===== src/rtl/instruction_fetch_unit_if.sv =====
// rtl/instruction_fetch_unit_if.sv - instruction memory and decode handshake bundle
//
// Purpose: groups the fetch unit's instruction-memory bus and its decode-side
//          valid/ready handshake into one interface.
// Signals:
//   imem_rd        fetch -> mem     read strobe
//   imem_wn        fetch -> mem     write enable (never asserted by fetch)
//   imem_address   fetch -> mem     word address (the current pc)
//   imem_read_data mem   -> fetch   combinational read data for imem_address
//   if_valid       fetch -> decode  head entry holds an instruction
//   if_ready       decode -> fetch  decode takes the head this cycle
//   if_instr       fetch -> decode  head instruction
//   if_pc          fetch -> decode  pc of the head instruction
// Modports: master = fetch unit side, slave = memory/decode side.

interface instruction_fetch_unit_if #(
  parameter int ADDR_W = 16,
  parameter int DATA_W = 32
);
  logic              imem_rd;
  logic              imem_wn;
  logic [ADDR_W-1:0] imem_address;
  logic [DATA_W-1:0] imem_read_data;
  logic              if_valid;
  logic              if_ready;
  logic [DATA_W-1:0] if_instr;
  logic [ADDR_W-1:0] if_pc;

  modport master (
    output imem_rd, imem_wn, imem_address, if_valid, if_instr, if_pc,
    input  imem_read_data, if_ready
  );

  modport slave (
    input  imem_rd, imem_wn, imem_address, if_valid, if_instr, if_pc,
    output imem_read_data, if_ready
  );
endinterface


===== src/rtl/instruction_fetch_unit.sv =====
// rtl/instruction_fetch_unit.sv - fetch stage with prefetch FIFO and redirect
//
// Purpose: holds the pc, reads one word per cycle from a combinational-read
//          instruction memory, buffers {instr, pc} pairs in a small FIFO and
//          hands them to decode over a valid/ready handshake. A redirect
//          flushes the FIFO and restarts fetch at the target.
// Ports:
//   clk             rising-edge clock
//   rst_n           asynchronous active-low reset
//   fetch_en        1 = fetch allowed, 0 = hold pc and stop pushing
//   redirect_valid  load redirect_pc and flush the FIFO (highest priority)
//   redirect_pc     redirect target word address
//   fetch_count     pushes since reset, wraps
//   bus             master side of instruction_fetch_unit_if (memory + decode)

module instruction_fetch_unit #(
  parameter int                ADDR_W   = 16,
  parameter int                DATA_W   = 32,
  parameter int                DEPTH    = 2,
  parameter logic [ADDR_W-1:0] RESET_PC = '0
) (
  input  logic                      clk,
  input  logic                      rst_n,
  input  logic                      fetch_en,
  input  logic                      redirect_valid,
  input  logic [ADDR_W-1:0]         redirect_pc,
  output logic [31:0]               fetch_count,
  instruction_fetch_unit_if.master  bus
);

  localparam int PTR_W = (DEPTH > 1) ? $clog2(DEPTH) : 1;
  localparam int CNT_W = PTR_W + 1;

  logic [ADDR_W-1:0] pc_q, pc_d;
  logic [CNT_W-1:0]  count_q, count_d;
  logic [PTR_W-1:0]  wr_ptr_q, wr_ptr_d;
  logic [PTR_W-1:0]  rd_ptr_q, rd_ptr_d;
  logic [31:0]       fetch_count_q, fetch_count_d;
  logic [DATA_W-1:0] instr_q [DEPTH];
  logic [ADDR_W-1:0] epc_q   [DEPTH];

  logic push;
  logic pop;

  // Push depends only on the pre-edge count, so a full FIFO does not refill
  // in the same cycle it is popped; this keeps if_ready off the memory path.
  assign push = fetch_en & ~redirect_valid & (count_q < CNT_W'(DEPTH));
  assign pop  = (count_q != '0) & bus.if_ready & ~redirect_valid;

  always_comb begin
    pc_d          = pc_q;
    count_d       = count_q;
    wr_ptr_d      = wr_ptr_q;
    rd_ptr_d      = rd_ptr_q;
    fetch_count_d = fetch_count_q;
    if (redirect_valid) begin
      pc_d     = redirect_pc;
      count_d  = '0;
      wr_ptr_d = '0;
      rd_ptr_d = '0;
    end else begin
      if (push) begin
        pc_d          = pc_q + ADDR_W'(1);
        wr_ptr_d      = wr_ptr_q + PTR_W'(1);
        fetch_count_d = fetch_count_q + 32'd1;
      end
      if (pop) begin
        rd_ptr_d = rd_ptr_q + PTR_W'(1);
      end
      case ({push, pop})
        2'b10:   count_d = count_q + CNT_W'(1);
        2'b01:   count_d = count_q - CNT_W'(1);
        default: count_d = count_q;
      endcase
    end
  end

  always_ff @(posedge clk or negedge rst_n) begin
    if (!rst_n) begin
      pc_q          <= RESET_PC;
      count_q       <= '0;
      wr_ptr_q      <= '0;
      rd_ptr_q      <= '0;
      fetch_count_q <= '0;
      for (int i = 0; i < DEPTH; i++) begin
        instr_q[i] <= '0;
        epc_q[i]   <= '0;
      end
    end else begin
      pc_q          <= pc_d;
      count_q       <= count_d;
      wr_ptr_q      <= wr_ptr_d;
      rd_ptr_q      <= rd_ptr_d;
      fetch_count_q <= fetch_count_d;
      if (push) begin
        instr_q[wr_ptr_q] <= bus.imem_read_data;
        epc_q[wr_ptr_q]   <= pc_q;
      end
    end
  end

  assign bus.imem_rd      = 1'b1;
  assign bus.imem_wn      = 1'b0;
  assign bus.imem_address = pc_q;
  assign bus.if_valid     = (count_q != '0);
  assign bus.if_instr     = instr_q[rd_ptr_q];
  assign bus.if_pc        = epc_q[rd_ptr_q];
  assign fetch_count      = fetch_count_q;

endmodule

===== src/flat_wrapper.sv =====
// flat-port wrapper written by rule: the top's interface ports become plain ports
module instruction_fetch_unit_flat 
#(
  parameter int                ADDR_W   = 16,
  parameter int                DATA_W   = 32,
  parameter int                DEPTH    = 2,
  parameter logic [ADDR_W-1:0] RESET_PC = '0
)
  (clk, rst_n, fetch_en, redirect_valid, redirect_pc, fetch_count, bus_imem_rd, bus_imem_wn, bus_imem_address, bus_if_valid, bus_if_instr, bus_if_pc, bus_imem_read_data, bus_if_ready);
  instruction_fetch_unit_if #(.ADDR_W(ADDR_W), .DATA_W(DATA_W)) bus_i ();
  input  logic clk;
  input  logic rst_n;
  input  logic fetch_en;
  input  logic redirect_valid;
  input  logic [ADDR_W-1:0] redirect_pc;
  output logic [31:0] fetch_count;
  output wire logic [$bits(bus_i.imem_rd)-1:0] bus_imem_rd;
  output wire logic [$bits(bus_i.imem_wn)-1:0] bus_imem_wn;
  output wire logic [$bits(bus_i.imem_address)-1:0] bus_imem_address;
  output wire logic [$bits(bus_i.if_valid)-1:0] bus_if_valid;
  output wire logic [$bits(bus_i.if_instr)-1:0] bus_if_instr;
  output wire logic [$bits(bus_i.if_pc)-1:0] bus_if_pc;
  input wire logic [$bits(bus_i.imem_read_data)-1:0] bus_imem_read_data;
  input wire logic [$bits(bus_i.if_ready)-1:0] bus_if_ready;
  assign bus_imem_rd = bus_i.imem_rd;
  assign bus_imem_wn = bus_i.imem_wn;
  assign bus_imem_address = bus_i.imem_address;
  assign bus_if_valid = bus_i.if_valid;
  assign bus_if_instr = bus_i.if_instr;
  assign bus_if_pc = bus_i.if_pc;
  assign bus_i.imem_read_data = bus_imem_read_data;
  assign bus_i.if_ready = bus_if_ready;
  instruction_fetch_unit #(.ADDR_W(ADDR_W), .DATA_W(DATA_W), .DEPTH(DEPTH), .RESET_PC(RESET_PC)) u_core (.clk(clk), .rst_n(rst_n), .fetch_en(fetch_en), .redirect_valid(redirect_valid), .redirect_pc(redirect_pc), .fetch_count(fetch_count), .bus(bus_i));
endmodule

===== config.mk =====
export PLATFORM = sky130hd
export DESIGN_NAME = instruction_fetch_unit_flat
export DESIGN_NICKNAME = d
export VERILOG_FILES = /design/src/rtl/instruction_fetch_unit_if.sv /design/src/rtl/instruction_fetch_unit.sv /design/src/flat_wrapper.sv
export SDC_FILE = /design/constraint.sdc
export NUM_CORES = 1
export LEC_CHECK = 0
export BUFFER_PORTS_ARGS = -buffer_cell sky130_fd_sc_hd__buf_4
export CORE_MARGIN = 1
export CORE_UTILIZATION = 49
export CTS_CLUSTER_SIZE = 30
export DETAILED_ROUTE_END_ITERATION = 10
export GPL_ROUTABILITY_DRIVEN = 0
export PLACE_DENSITY_LB_ADDON = 0.15
export SYNTH_ARGS = -nofsm -noshare
export SYNTH_HDL_FRONTEND = slang
export SYNTH_SLANG_ARGS = --single-unit

===== constraint.sdc =====
create_clock -name clk -period 1.7 [get_ports clk]
set_input_delay 0.255 -clock clk [delete_from_list [all_inputs] [get_ports clk]]
set_output_delay 0.255 -clock clk [all_outputs]
set_load 0.005 [all_outputs]

# Word level (Yosys, flattened, before mapping)

Index checks and enable logic that the tools add are counted.
W data, S select, Z words.

Add/subtract/negate cells: 6
Order comparisons: 4
Eq/ne operators: 2
Mux-type cells: 20
Bitwise gates (word level): 7
Reductions and logical operators: 6

Operator list:

| operator                | number |
|---|---|
| $mux W32                | 4 |
| $mux W16                | 6 |
| $bwmux W64              | 1 |
| $add A32 B1 Y32 const B | 1 |
| $bwmux W32              | 1 |
| $demux W32 S1           | 1 |
| $add A16 B1 Y16 const B | 1 |
| $demux W16 S1           | 1 |
| $reduce_bool A2 Y1      | 3 |
| $and A1 B1 Y1           | 4 |
| $ge A2 B2 Y1 const B    | 2 |
| $mux W1                 | 4 |
| $not A1 Y2              | 2 |
| $pmux W2 S2             | 1 |
| $reduce_bool A3 Y1      | 1 |
| $add A1 B1 Y1 const B   | 2 |
| $add A2 B1 Y2 const B   | 1 |
| $eq A2 B1 Y1 const B    | 1 |
| $eq A2 B2 Y1 const B    | 1 |
| $lt A2 B1 Y1 const B    | 1 |
| $lt A2 B2 Y1 const B    | 1 |
| $mux W2                 | 1 |
| $reduce_and A2 Y1       | 1 |
| $sub A2 B1 Y2 const B   | 1 |
| other kinds (2)         | 2 |

Register bits after elaboration: 148
Input port bits: 53
Output and inout port bits: 99
Word-level logic and storage cells: 54

# Longest topological paths before layout

Gate-level depths: netlist of the first run.

Word-level depth: 6
Depth in mapped cells: 6
Mapped depth without buffers: 5

# Worst setup path before layout of the first run

No wires, ideal clock.

Kind: register to register
Start: reg u_core.pc_q[0], in the netlist u_core.bus.imem_address[0]
End: reg u_core.pc_q[14], in the netlist u_core.bus.imem_address[14]
Library setup time: 0.082 ns
Data arrival time: 1.618 ns
Data required time: 1.618 ns
Path slack: 0.000 ns
Stages on the path, launching flop included: 6
Buffers on the path: 0
Clock period less this slack: 1.700 ns
Cells stage by stage: dfrtp_1 ha_1 nand3b_1 or3_1 or3_1 a31oi_1

Word-level cells in the longest chain between the ends: 3

RTL lines:

| item                     | line                         | source |
|---|---|---|
| start: declaration       | instruction_fetch_unit.sv:34 | `logic [ADDR_W-1:0] pc_q, pc_d;` |
| start signal: assignment | instruction_fetch_unit.sv:90 | `pc_q <= pc_d;` |
| $add A16 B1 Y16          | instruction_fetch_unit.sv:63 | `pc_d = pc_q + ADDR_W'(1);` |
| $mux W16                 | instruction_fetch_unit.sv:62 | `if (push) begin` |
| $mux W16                 | instruction_fetch_unit.sv:56 | `if (redirect_valid) begin` |

No other way between the ends. The select of a mux whose other input is x is not followed.
A chain may end at the register's enable or synchronous reset.

# Final worst setup path of the first run

Start: reg u_core.rd_ptr_q
End: out bus_if_pc[2]

Word-level cells in the longest chain between the ends: 4

RTL lines:

| item                                         | line                          | source |
|---|---|---|
| start: declaration                           | instruction_fetch_unit.sv:37  | `logic [PTR_W-1:0] rd_ptr_q, rd_ptr_d;` |
| start signal: assignment                     | instruction_fetch_unit.sv:93  | `rd_ptr_q <= rd_ptr_d;` |
| $not A1 Y2 (not written as such)             | instruction_fetch_unit.sv:107 | `assign bus.if_pc = epc_q[rd_ptr_q];` |
| $mux W16 (not written as such) (3 in series) | instruction_fetch_unit.sv:107 |  |
| end: declaration                             | flat_wrapper.sv:22            | `output wire logic [$bits(bus_i.if_pc)-1:0] bus_if_pc;` |

No other way between the ends. The select of a mux whose other input is x is not followed.

==> results of run 1 <==
-- metrics by stage --
stage / utilization [%] / hold WS [ns] / area (um2)
after floorplan: - / -0.04059 / 6674
after global placement: 62.35 / 0.2380 / 8257
after detailed placement: 62.35 / 0.2480 / 8257
after CTS: 67.87 / 0.03273 / 8987
after global routing: 69.35 / 0.04856 / 9184
final: 69.35 / 0.04852 / 9184
-- power by group through the flow --
stage / clock network (W) / registers (W) / logic [W]
finish: 0.00405 / 0.00481 / 0.00282
global route: 0.00428 / 0.00491 / 0.00304
CTS: 0.00411 / 0.00480 / 0.00269
detailed placement: 0 / 0.00484 / 0.00257
global placement: 0 / 0.00477 / 0.00251
floorplan: 0 / 0.00474 / 0.00136
-- cell usage after synthesis, drive strengths merged (3+ instances only) --
cell type  number  area share [%]
mux2          145              24
dfrtp         148              56
a21oi           3            0.23
o21ai          15             1.1
and2            3            0.28
and4            7            0.92
xnor2          35             4.6
and3            7            0.66
nand4          11             1.0
buf            18             1.7
xor2           10             1.3
nand3          19             1.5
clkbuf          7            0.39
nor4            5            0.69
nand2          26             1.5
nor3            5            0.38
inv             7            0.39
nor2           12            0.68
-- routing by layer --
| metal | wire [um] | track usage [%] |
|---|---|---|
| met1 | 6431 | 28.11 |
| met2 | 7279 | 35.71 |
| met3 | 804 | 5.840 |
| met4 | 258 | 8.386 |
| met5 | 0 | 0 |
-- cell families (layout without fill, tap and decap cells) --
family          Yosys count  in the layout  synth area share [%]
compound gates           23             23                 1.951
mux                     146            146                 24.63
xor+xnor                 45             45                 5.910
other cells               2              2                0.1126
simple gates            106            106                 9.043
flops                   148            148                 55.53
buf+inv                  32            236                 2.439
fa+ha+maj                 2              2                0.3752
-- how the worst max path moves through the flow --
stage	startpoint	cells after the start	slack (ns)	end
5_1_grt	u_core.rd_ptr_q$_DFFE_PN0P_	3	-0.17	bus_if_pc[6]
3_5_place_dp	u_core.count_q[1]$_DFFE_PN0P_	4	0.03	u_core.instr_q[46]$_DFFE_PN0P_
2_1_floorplan	u_core.bus.imem_address[0]$_DFFE_PN0P_	5	0.007	u_core.bus.imem_address[14]$_DFFE_PN0P_
3_3_place_gp	u_core.count_q[1]$_DFFE_PN0P_	4	0.09	u_core.instr_q[46]$_DFFE_PN0P_
4_1_cts	u_core.rd_ptr_q$_DFFE_PN0P_	3	-0.13	bus_if_pc[2]
6_report	u_core.rd_ptr_q$_DFFE_PN0P_	3	-0.11	bus_if_pc[2]
-- layout by cell type, fill, tap and decap left out, drive strengths merged --
master       netlist  layout
and2               3       3
o31a               1       1
nor4               5       5
and3               7       7
nor2              12      12
clkbuf             7      21
buf               18     196
clkinvlp           0       4
dfrtp            148     148
dlygate4sd3        0       1
a21oi              3       3
a311o              1       1
conb               2       2
nand3b             1       1
nand2b             2       2
xor2              10      10
nand4             11      11
mux2             145     145
nor2b              2       2
nand3             19      19
a32oi              1       1
nand4bb            1       1
inv                7       8
nand4b             1       1
o21ai             15      15
or2                1       1
nor3               5       5
mux2i              1       1
xnor2             35      35
bufinv             0       4
a31oi              2       2
nor4b              1       1
or3                2       2
clkinv             0       2
ha                 2       2
and4               7       7
nand2             26      26
-- flip-flops by register name, indices dropped and copies added, names as in the netlist --
signal,cells
u_core.instr_q,64
u_core.epc_q,32
u_core.fetch_count,32
u_core.bus.imem_address,16
u_core.count_q,2
u_core.rd_ptr_q,1
u_core.wr_ptr_q,1
-- layout make-up --
class | count | area (um2)
fill | 968 | 4059
clock buffer | 21 | 480.5
inverter | 7 | 26.28
timing repair buffer | 197 | 1662
tap | 176 | 220.2
sequential | 148 | 3710
multi-input combinational | 324 | 2913
clock inverter | 11 | 172.7
-- worst min-delay path, stage by stage --
cell	delay (ns)
buf_4	0.08
nand2_1	0.04
o21ai_0	0.06
-- repair_timing --
item / in CTS / in global routing
cloned: 0 / 2
hold buffers: 1 / 0
endpoints found under the hold margin: 44 / 0
buffers inserted: 0 / 10
resized for setup: 18 / 32
pin swaps: 0 / 7
setup endpoints to repair: 48 / 97
==> results.py, run 1 <==
metrics = {
    "run_status": {
        "status": "finished, violations left",
        "violations": "negative setup slack",
    },
    "yosys": {
        "ys_ff_latch": 148,
        "synth-async-reset-ratio_pct": 100.0,
        "synthFlopType": "dfrtp_1",
        "synthCells": 504,
        "synth_cell_type_count": 38,
        "synth_nets": 559,
        "postSynthAreaPerCell_um2": 13.23,
        "yosysSeqAreaShare_pct": 55.53,
        "ys_warn_count": 0,
        "synth_edf_count": 0,
        "netlist_area_um2": 6669,
    },
    "power": {
        "ir_drop_v": 0.0007212,
        "pwr-share-seq_pct": 41.1,
        "clkPwrFrac_pct": 34.7,
        "sw_frac_of_total_pct": 24.77,
        "power.total_w": 0.01168,
        "power_switching_w": 0.002893,
        "combPwrFrac_pct": 24.2,
        "p_leak_nw": 4.210,
        "power.density_nw_per_um2": 1272,
        "p_int_w": 0.008789,
    },
    "layout": {
        "final_cells": 884,
        "area_growth_pct": 37.71,
        "final_nets": 750,
        "antenna_cells": 0,
        "drive_above_1_share_pct": 54.94,
    },
    "clocking": {
        "tritoncts": "built",
        "clk_pin_slew_ns": 0.06,
        "cts_buffers": 17,
        "clock_latency_ns": 0.42,
        "clk_path_buf_depth": 2,
        "root_buffer": "clkbuf_16",
        "cts.sinks": 148,
        "htreeDepth": 4,
    },
    "worst_setup_path": {
        "arrival_ns": 1.55,
        "critPathMaxStageDelay_ns": 0.41,
        "crit_buf_inv": 2,
        "r2r-end": "u_core.fetch_count[16]$_DFFE_PN0P_",
        "reg2reg_from": "u_core.fetch_count[7]$_DFFE_PN0P_",
        "cp.required_ns": 1.44,
        "critPathLaunchType": "flip-flop",
        "path_delay_family": "flip-flops",
        "path_cells": "buf_12 -> mux2_2 -> buf_4",
        "r2r_setup_slack_ns": 0.03,
        "crit_path_end_kind": "output port",
        "critical_path_class": "reg -> out",
        "cp_slowest_cell": "dfrtp_2",
        "r2r_cells": 7,
        "crit_path_max_fanout": 28,
    },
    "sta": {
        "finalHoldViolCount": 0,
        "fin_crit_sh_pct": 106.2,
        "rsz0062_at_grt": "yes",
        "fin_ws_ns": -0.1055,
        "worst_slew_pin_slew_ns": 0.5104,
        "fmax_ghz": 0.5539,
        "skew_ns": 0.005041,
        "setup-violations-final": 48,
        "slew_headroom_pct": 65.98,
        "layout_min_cycle_time_ns": 1.805,
        "slew_violations": 0,
        "tns_ns": -3.442,
    },
    "floorplan": {
        "rows": 42,
        "io_pins": 152,
        "core_area_um2": 13240,
        "die_w_um": 118.7,
        "die_h_um": 118.7,
        "start_util_pct": 50.36,
        "fp.dieArea_um2": 14080,
    },
    "drt": {
        "ant_nets": 0,
        "via_per_inst": 5.279,
        "remaining_drc_errors": 0,
        "vias": 4667,
        "drt-pass1-iter-count": 4,
        "wl_um": 14770,
        "wl_per_cell_um": 16.71,
        "first_iter_violations": 180,
    },
    "placement": {
        "dp_cells": 839,
        "dp_hpwl_um": 10130,
        "port_buffers": 149,
        "dpl_worst_slack_ns": 0.02657,
    },
    "global_routing": {
        "grt_usage_pct": 21.99,
        "grt_max_degree": 50,
        "grt_pass1_wl_um": 24030,
        "grt_overflow_total": 0,
        "first_global_vias": 4796,
        "grt_antenna_before_repair": 0,
    },
    "run": {
        "maxCapViolCount": 0,
    },
    "hold_path": {
        "hold_class": "in -> reg",
        "worstHoldStart": "redirect_pc[6]",
        "hold_end": "u_core.bus.imem_address[6]$_DFFE_PN0P_",
        "whs_path_depth": 3,
    },
}
Power figures use the tool's default switching activity.
==> run 2: changes to the inputs <==
CORE_MARGIN = 5   (was 1)
==> run 2 against run 1 <==
Effect of this change: the run still ends with negative setup slack left; critical path type unchanged; setup slack worse by 0.054 ns; global-route usage is 1.4 points lower; critical path depth grew 1; power shrank 4.0%; die area rose by 14%; routed wire length grew 10%; via count rose by 0.58%; maximum frequency fell by 2.9%; cell count rose by 0.90%; sequential share of layout area fell by 0.34 points; clock skew down 0.0012 ns; register-to-register slack improved by 0.02 ns.
==> results.py, run 2 (synthesized netlist as in run 1, its figures left out) <==
metrics = {
    "placement": {
        "dpl_worst_slack_ns": -0.01389,
        "port_buffers": 149,
        "dp_hpwl_um": 10580,
        "dp_cells": 841,
        "placed_area_um2": 8247,
    },
    "worst_setup_path": {
        "crit_path_max_fanout": 5,
        "critPathLaunchType": "flip-flop",
        "cp_slowest_cell": "dfrtp_2",
        "crit_path_end_kind": "output port",
        "critical_path_class": "reg -> out",
        "cp.required_ns": 1.44,
        "critPathMaxStageDelay_ns": 0.44,
        "r2r_cells": 5,
        "r2r_setup_slack_ns": 0.05,
        "arrival_ns": 1.60,
        "path_cells": "buf_4 -> clkbuf_16 -> mux2_4 -> buf_6",
    },
    "clocking": {
        "clk_pin_slew_ns": 0.06,
        "cts.sinks": 148,
        "clock_latency_ns": 0.41,
        "cts_buffers": 17,
        "htreeDepth": 4,
        "root_buffer": "clkbuf_16",
        "tritoncts": "built",
        "clk_path_buf_depth": 2,
    },
    "layout": {
        "nFillCells": 926,
        "layout_commonest_cell": "buf_4",
        "multi_input_area_um2": 2933,
        "area_growth_pct": 38.84,
        "final_cell_mix": "171 x buf_4, 144 x dfrtp_1, 125 x mux2_2",
        "largest_reg_flops": 64,
        "antenna_cells": 0,
        "regArea_um2": 3709,
        "fin_util_pct": 69.64,
        "design_area_um2": 9259,
        "top_register": "u_core.instr_q",
        "drive_above_1_share_pct": 55.31,
        "final_nets": 759,
        "final_cells": 892,
    },
    "global_routing": {
        "grt_overflow_total": 0,
        "grt_pass1_wl_um": 26080,
        "grt_antenna_before_repair": 0,
        "grt_usage_pct": 20.57,
        "grt_max_degree": 55,
        "first_global_vias": 5082,
    },
    "power": {
        "power.density_nw_per_um2": 1211,
        "p_int_w": 0.008329,
        "sw_frac_of_total_pct": 25.71,
        "combPwrFrac_pct": 26.2,
        "clkPwrFrac_pct": 31.0,
        "ir_drop_v": 0.0007901,
        "p_leak_nw": 4.257,
        "pwr-share-seq_pct": 42.8,
        "power_switching_w": 0.002882,
    },
    "run_status": {
        "violations": "negative setup slack",
        "status": "finished, violations left",
    },
    "floorplan": {
        "die_w_um": 126.7,
        "core_area_um2": 13300,
        "fp.dieArea_um2": 16040,
        "die_h_um": 126.7,
        "rows": 42,
        "io_pins": 152,
        "start_util_pct": 50.16,
    },
    "drt": {
        "ant_nets": 0,
        "drt-pass1-iter-count": 4,
        "via_per_inst": 5.262,
        "wl_per_cell_um": 18.26,
        "remaining_drc_errors": 0,
        "vias": 4694,
        "first_iter_violations": 219,
        "wl_um": 16290,
    },
    "sta": {
        "skew_ns": 0.003845,
        "worst_slew_pin_slew_ns": 0.5342,
        "fin_ws_ns": -0.1594,
        "layout_min_cycle_time_ns": 1.859,
        "rsz0062_at_grt": "yes",
        "tns_ns": -6.251,
        "fin_crit_sh_pct": 109.4,
        "fmax_ghz": 0.5378,
        "finalHoldViolCount": 0,
        "slew_headroom_pct": 64.39,
        "slew_violations": 0,
        "setup-violations-final": 48,
    },
    "hold_path": {
        "whs_path_depth": 3,
        "hold_class": "in -> reg",
    },
    "run": {
        "maxCapViolCount": 0,
    },
}
-- run 2: cell types whose count changed in the layout (fill, tap and decap cells not counted), moves of 3 or more --
cell	delta
buf_4	+6
clkinv_2	+5
bufinv_16	-3
buf_16	+3
-- run 2: worst paths after layout --
| kind | startpoint | to |
|---|---|---|
| min | redirect_pc[3] | u_core.bus.imem_address[3]$_DFFE_PN0P_ |
| min in group asynchronous | rst_n | u_core.fetch_count[31]$_DFFE_PN0P_ |
| min reg2reg | u_core.fetch_count[31]$_DFFE_PN0P_ | u_core.fetch_count[31]$_DFFE_PN0P_ |
| max in group asynchronous | rst_n | u_core.epc_q[20]$_DFFE_PN0P_ |
| max | u_core.rd_ptr_q$_DFFE_PN0P_ | bus_if_instr[7] |
| max reg2reg | u_core.count_q[1]$_DFFE_PN0P_ | u_core.fetch_count[31]$_DFFE_PN0P_ |
-- run 2: timing repair --
item	CTS	global route
pin swaps	3	7
setup endpoints to repair	94	115
resized for setup	41	14
hold buffers	1	0
gates cloned	4	3
buffers inserted	8	4
endpoints found under the hold margin	48	0
-- run 2: metal layers --
| layer | share of wire (%) | up-vias | track usage (%) |
|---|---|---|---|
| met5 | 0 | - | 0 |
| met4 | 1.5 | 0 | 7.129 |
| met3 | 5.7 | 22 | 6.305 |
| met2 | 51 | 114 | 34.31 |
| met1 | 42 | 2368 | 25.49 |
| li1 | - | 2190 | - |
-- run 2: critical path, delay by kind of cell, from the launching register on --
| kind | cells | cell delay (ns) |
|---|---|---|
| flip-flops | 1 | 0.44 |
| multiplexers | 1 | 0.31 |
| buffers and inverters | 3 | 0.45 |
-- run 2: power by group through the flow --
stage / clock network (W) / logic [W] / registers (W)
finish: 0.00347 / 0.00294 / 0.00480
global route: 0.00371 / 0.00319 / 0.00491
CTS: 0.00354 / 0.00291 / 0.00479
detailed placement: 0 / 0.00263 / 0.00483
global placement: 0 / 0.00256 / 0.00477
floorplan: 0 / 0.00136 / 0.00474
-- run 2: stage by stage --
step,hold WS [ns],total power [W]
5_1_grt,0.05052,0.01181
2_1_floorplan,-0.04059,0.006103
3_3_place_gp,0.2458,0.007331
3_5_place_dp,0.2509,0.007462
4_1_cts,0.03577,0.01124
6_report,0.05464,0.01121
-- run 2: layout make-up --
| type | count | area share, % |
|---|---|---|
| timing repair buffer | 206 | 19.64 |
| clock inverter | 10 | 0.8919 |
| tap | 176 | 2.378 |
| inverter | 7 | 0.2838 |
| sequential | 148 | 40.05 |
| clock buffer | 21 | 5.081 |
| multi-input combinational | 324 | 31.68 |
==> run 3: changes to the inputs <==
CORE_UTILIZATION = 36   (was 49)
==> run 3 against run 2 <==
Effect of this change: the run still ends with negative setup slack left; setup slack better by 0.042 ns; worst hold slack got worse by 0.013 ns; register-to-register slack better by 0.03 ns; utilization down 20 points; combinational power fell by 9.9%; sequential power hardly changed; flip-flop and latch count stayed put; sequential share of layout area up 1.3 points; critical path depth decreased by 1; clock skew rose by 0.0037 ns; die area grew 33%; global-route usage fell by 5.2 points; critical endpoint is now bus_if_pc[1].
==> results.py, run 3 (synthesized netlist as in run 1, its figures left out) <==
metrics = {
    "worst_setup_path": {
        "cp.required_ns": 1.44,
        "critical_path_class": "reg -> out",
        "r2r_setup_slack_ns": 0.08,
        "crit_path_end_kind": "output port",
        "critPathLaunchType": "flip-flop",
        "crit_path_max_fanout": 32,
        "arrival_ns": 1.56,
    },
    "power": {
        "ir_drop_v": 0.0006723,
        "pwr-share-seq_pct": 42.7,
        "combPwrFrac_pct": 23.7,
        "p_leak_nw": 4.052,
        "power_switching_w": 0.002847,
        "sw_frac_of_total_pct": 25.47,
        "power.density_nw_per_um2": 1248,
        "clkPwrFrac_pct": 33.6,
        "p_int_w": 0.008329,
    },
    "sta": {
        "fin_ws_ns": -0.1174,
        "fmax_ghz": 0.5502,
        "tns_ns": -4.209,
        "finalHoldViolCount": 0,
        "slew_violations": 0,
        "fin_crit_sh_pct": 106.9,
        "skew_ns": 0.007501,
        "setup-violations-final": 48,
        "layout_min_cycle_time_ns": 1.817,
        "rsz0062_at_grt": "yes",
    },
    "clocking": {
        "cts.sinks": 148,
        "tritoncts": "built",
        "clk_path_buf_depth": 2,
        "root_buffer": "clkbuf_16",
        "clock_latency_ns": 0.42,
        "clk_pin_slew_ns": 0.06,
        "htreeDepth": 4,
        "cts_buffers": 17,
    },
    "drt": {
        "wl_um": 16100,
        "drt-pass1-iter-count": 4,
        "ant_nets": 0,
        "via_per_inst": 4.967,
        "wl_per_cell_um": 17.37,
        "remaining_drc_errors": 0,
        "vias": 4604,
        "first_iter_violations": 191,
    },
    "floorplan": {
        "fp.dieArea_um2": 21350,
        "start_util_pct": 36.87,
        "core_area_um2": 18090,
        "rows": 49,
        "die_h_um": 146.1,
        "die_w_um": 146.1,
        "io_pins": 152,
    },
    "global_routing": {
        "grt_overflow_total": 0,
        "grt_pass1_wl_um": 26650,
        "grt_usage_pct": 15.38,
        "first_global_vias": 5128,
        "grt_antenna_before_repair": 0,
        "grt_max_degree": 49,
    },
    "placement": {
        "placed_area_um2": 8318,
        "dp_hpwl_um": 11450,
        "dpl_worst_slack_ns": 0.05067,
        "port_buffers": 149,
    },
    "layout": {
        "final_cell_mix": "174 x buf_4, 147 x dfrtp_1, 143 x mux2_2",
        "largest_reg_flops": 64,
        "area_growth_pct": 34.24,
        "design_area_um2": 8952,
        "regArea_um2": 3705,
        "antenna_cells": 0,
        "layout_commonest_cell": "buf_4",
        "multi_input_area_um2": 2834,
        "nFillCells": 1649,
        "top_register": "u_core.instr_q",
        "final_nets": 741,
        "drive_above_1_share_pct": 52.87,
    },
    "run_status": {
        "violations": "negative setup slack",
        "status": "finished, violations left",
    },
    "run": {
        "maxCapViolCount": 0,
    },
    "hold_path": {
        "hold_class": "in -> reg",
    },
}
[run 3: changes by cell type in the layout (fill, tap and decap cells not counted), sizes merged]
cell,delta
buf,-16
bufinv,+2
clkbuf,-2
clkinv,-2
[run 3: metal layers]
layer | routed length, um | part of all wire [%] | GRT usage [%] | vias to the layer above
li1 | - | - | - | 2143
met1 | 7001 | 43 | 19.13 | 2340
met2 | 8016 | 50 | 25.75 | 105
met3 | 851 | 5.3 | 4.648 | 16
met4 | 234 | 1.5 | 5.033 | 0
met5 | 0 | 0 | 0 | -
[run 3: worst max-delay path: stages (launching register included)]
cell and delay, ns:
dfrtp_2 0.39, buf_12 0.23, mux2_2 0.38, buf_4 0.14
[run 3: timing repair]
item                       4_1_cts  5_1_grt
hold buffers                     1        0
setup endpoints to repair       48       76
gates resized for setup          3        4
hold endpoints to repair        45        0
pin swaps                        0        4
buffers inserted                 0        1
gates cloned                     0        1
[run 3: final timing paths]
kind / to / depth (start not counted) / start
hold / removal: u_core.bus.imem_address[12]$_DFFE_PN0P_ / 3 / redirect_pc[12]
hold reg to reg: u_core.fetch_count[31]$_DFFE_PN0P_ / 1 / u_core.fetch_count[31]$_DFFE_PN0P_
max in group asynchronous: u_core.bus.imem_address[6]$_DFFE_PN0P_ / 3 / rst_n
setup reg to reg: u_core.instr_q[44]$_DFFE_PN0P_ / 4 / u_core.count_q[1]$_DFFE_PN0P_
setup / recovery: bus_if_pc[1] / 3 / u_core.rd_ptr_q$_DFFE_PN0P_
min in group asynchronous: u_core.fetch_count[26]$_DFFE_PN0P_ / 2 / rst_n
[run 3: area by class of cell]
class	count	area share [%]
clock buffers	21	5.031
clock inverters	10	1.481
inverters	7	0.2935
multi-input cells	324	31.66
flip-flops and latches	148	41.38
well taps	229	3.201
repair buffers	188	16.95
[run 3: power groups by stage]
stage / Sequential, W / Combinational, W / Clock, W
2_1_floorplan: 0.00474 / 0.00136 / 0
3_3_place_gp: 0.00477 / 0.00261 / 0
3_5_place_dp: 0.00483 / 0.00268 / 0
4_1_cts: 0.00478 / 0.00271 / 0.00385
5_1_grt: 0.00488 / 0.00290 / 0.00398
6_report: 0.00478 / 0.00265 / 0.00375
[run 3: metrics by stage]
stage | util [%] | hold slack [ns] | power, W | instances
3_3_place_gp | 45.99 | 0.2168 | 0.007380 | 893
6_report | 49.50 | 0.04137 | 0.01118 | 927
5_1_grt | 49.50 | 0.03431 | 0.01176 | 927
2_1_floorplan | - | -0.04059 | 0.006103 | 504
3_5_place_dp | 45.99 | 0.2263 | 0.007509 | 893
4_1_cts | 49.33 | 0.02491 | 0.01134 | 925
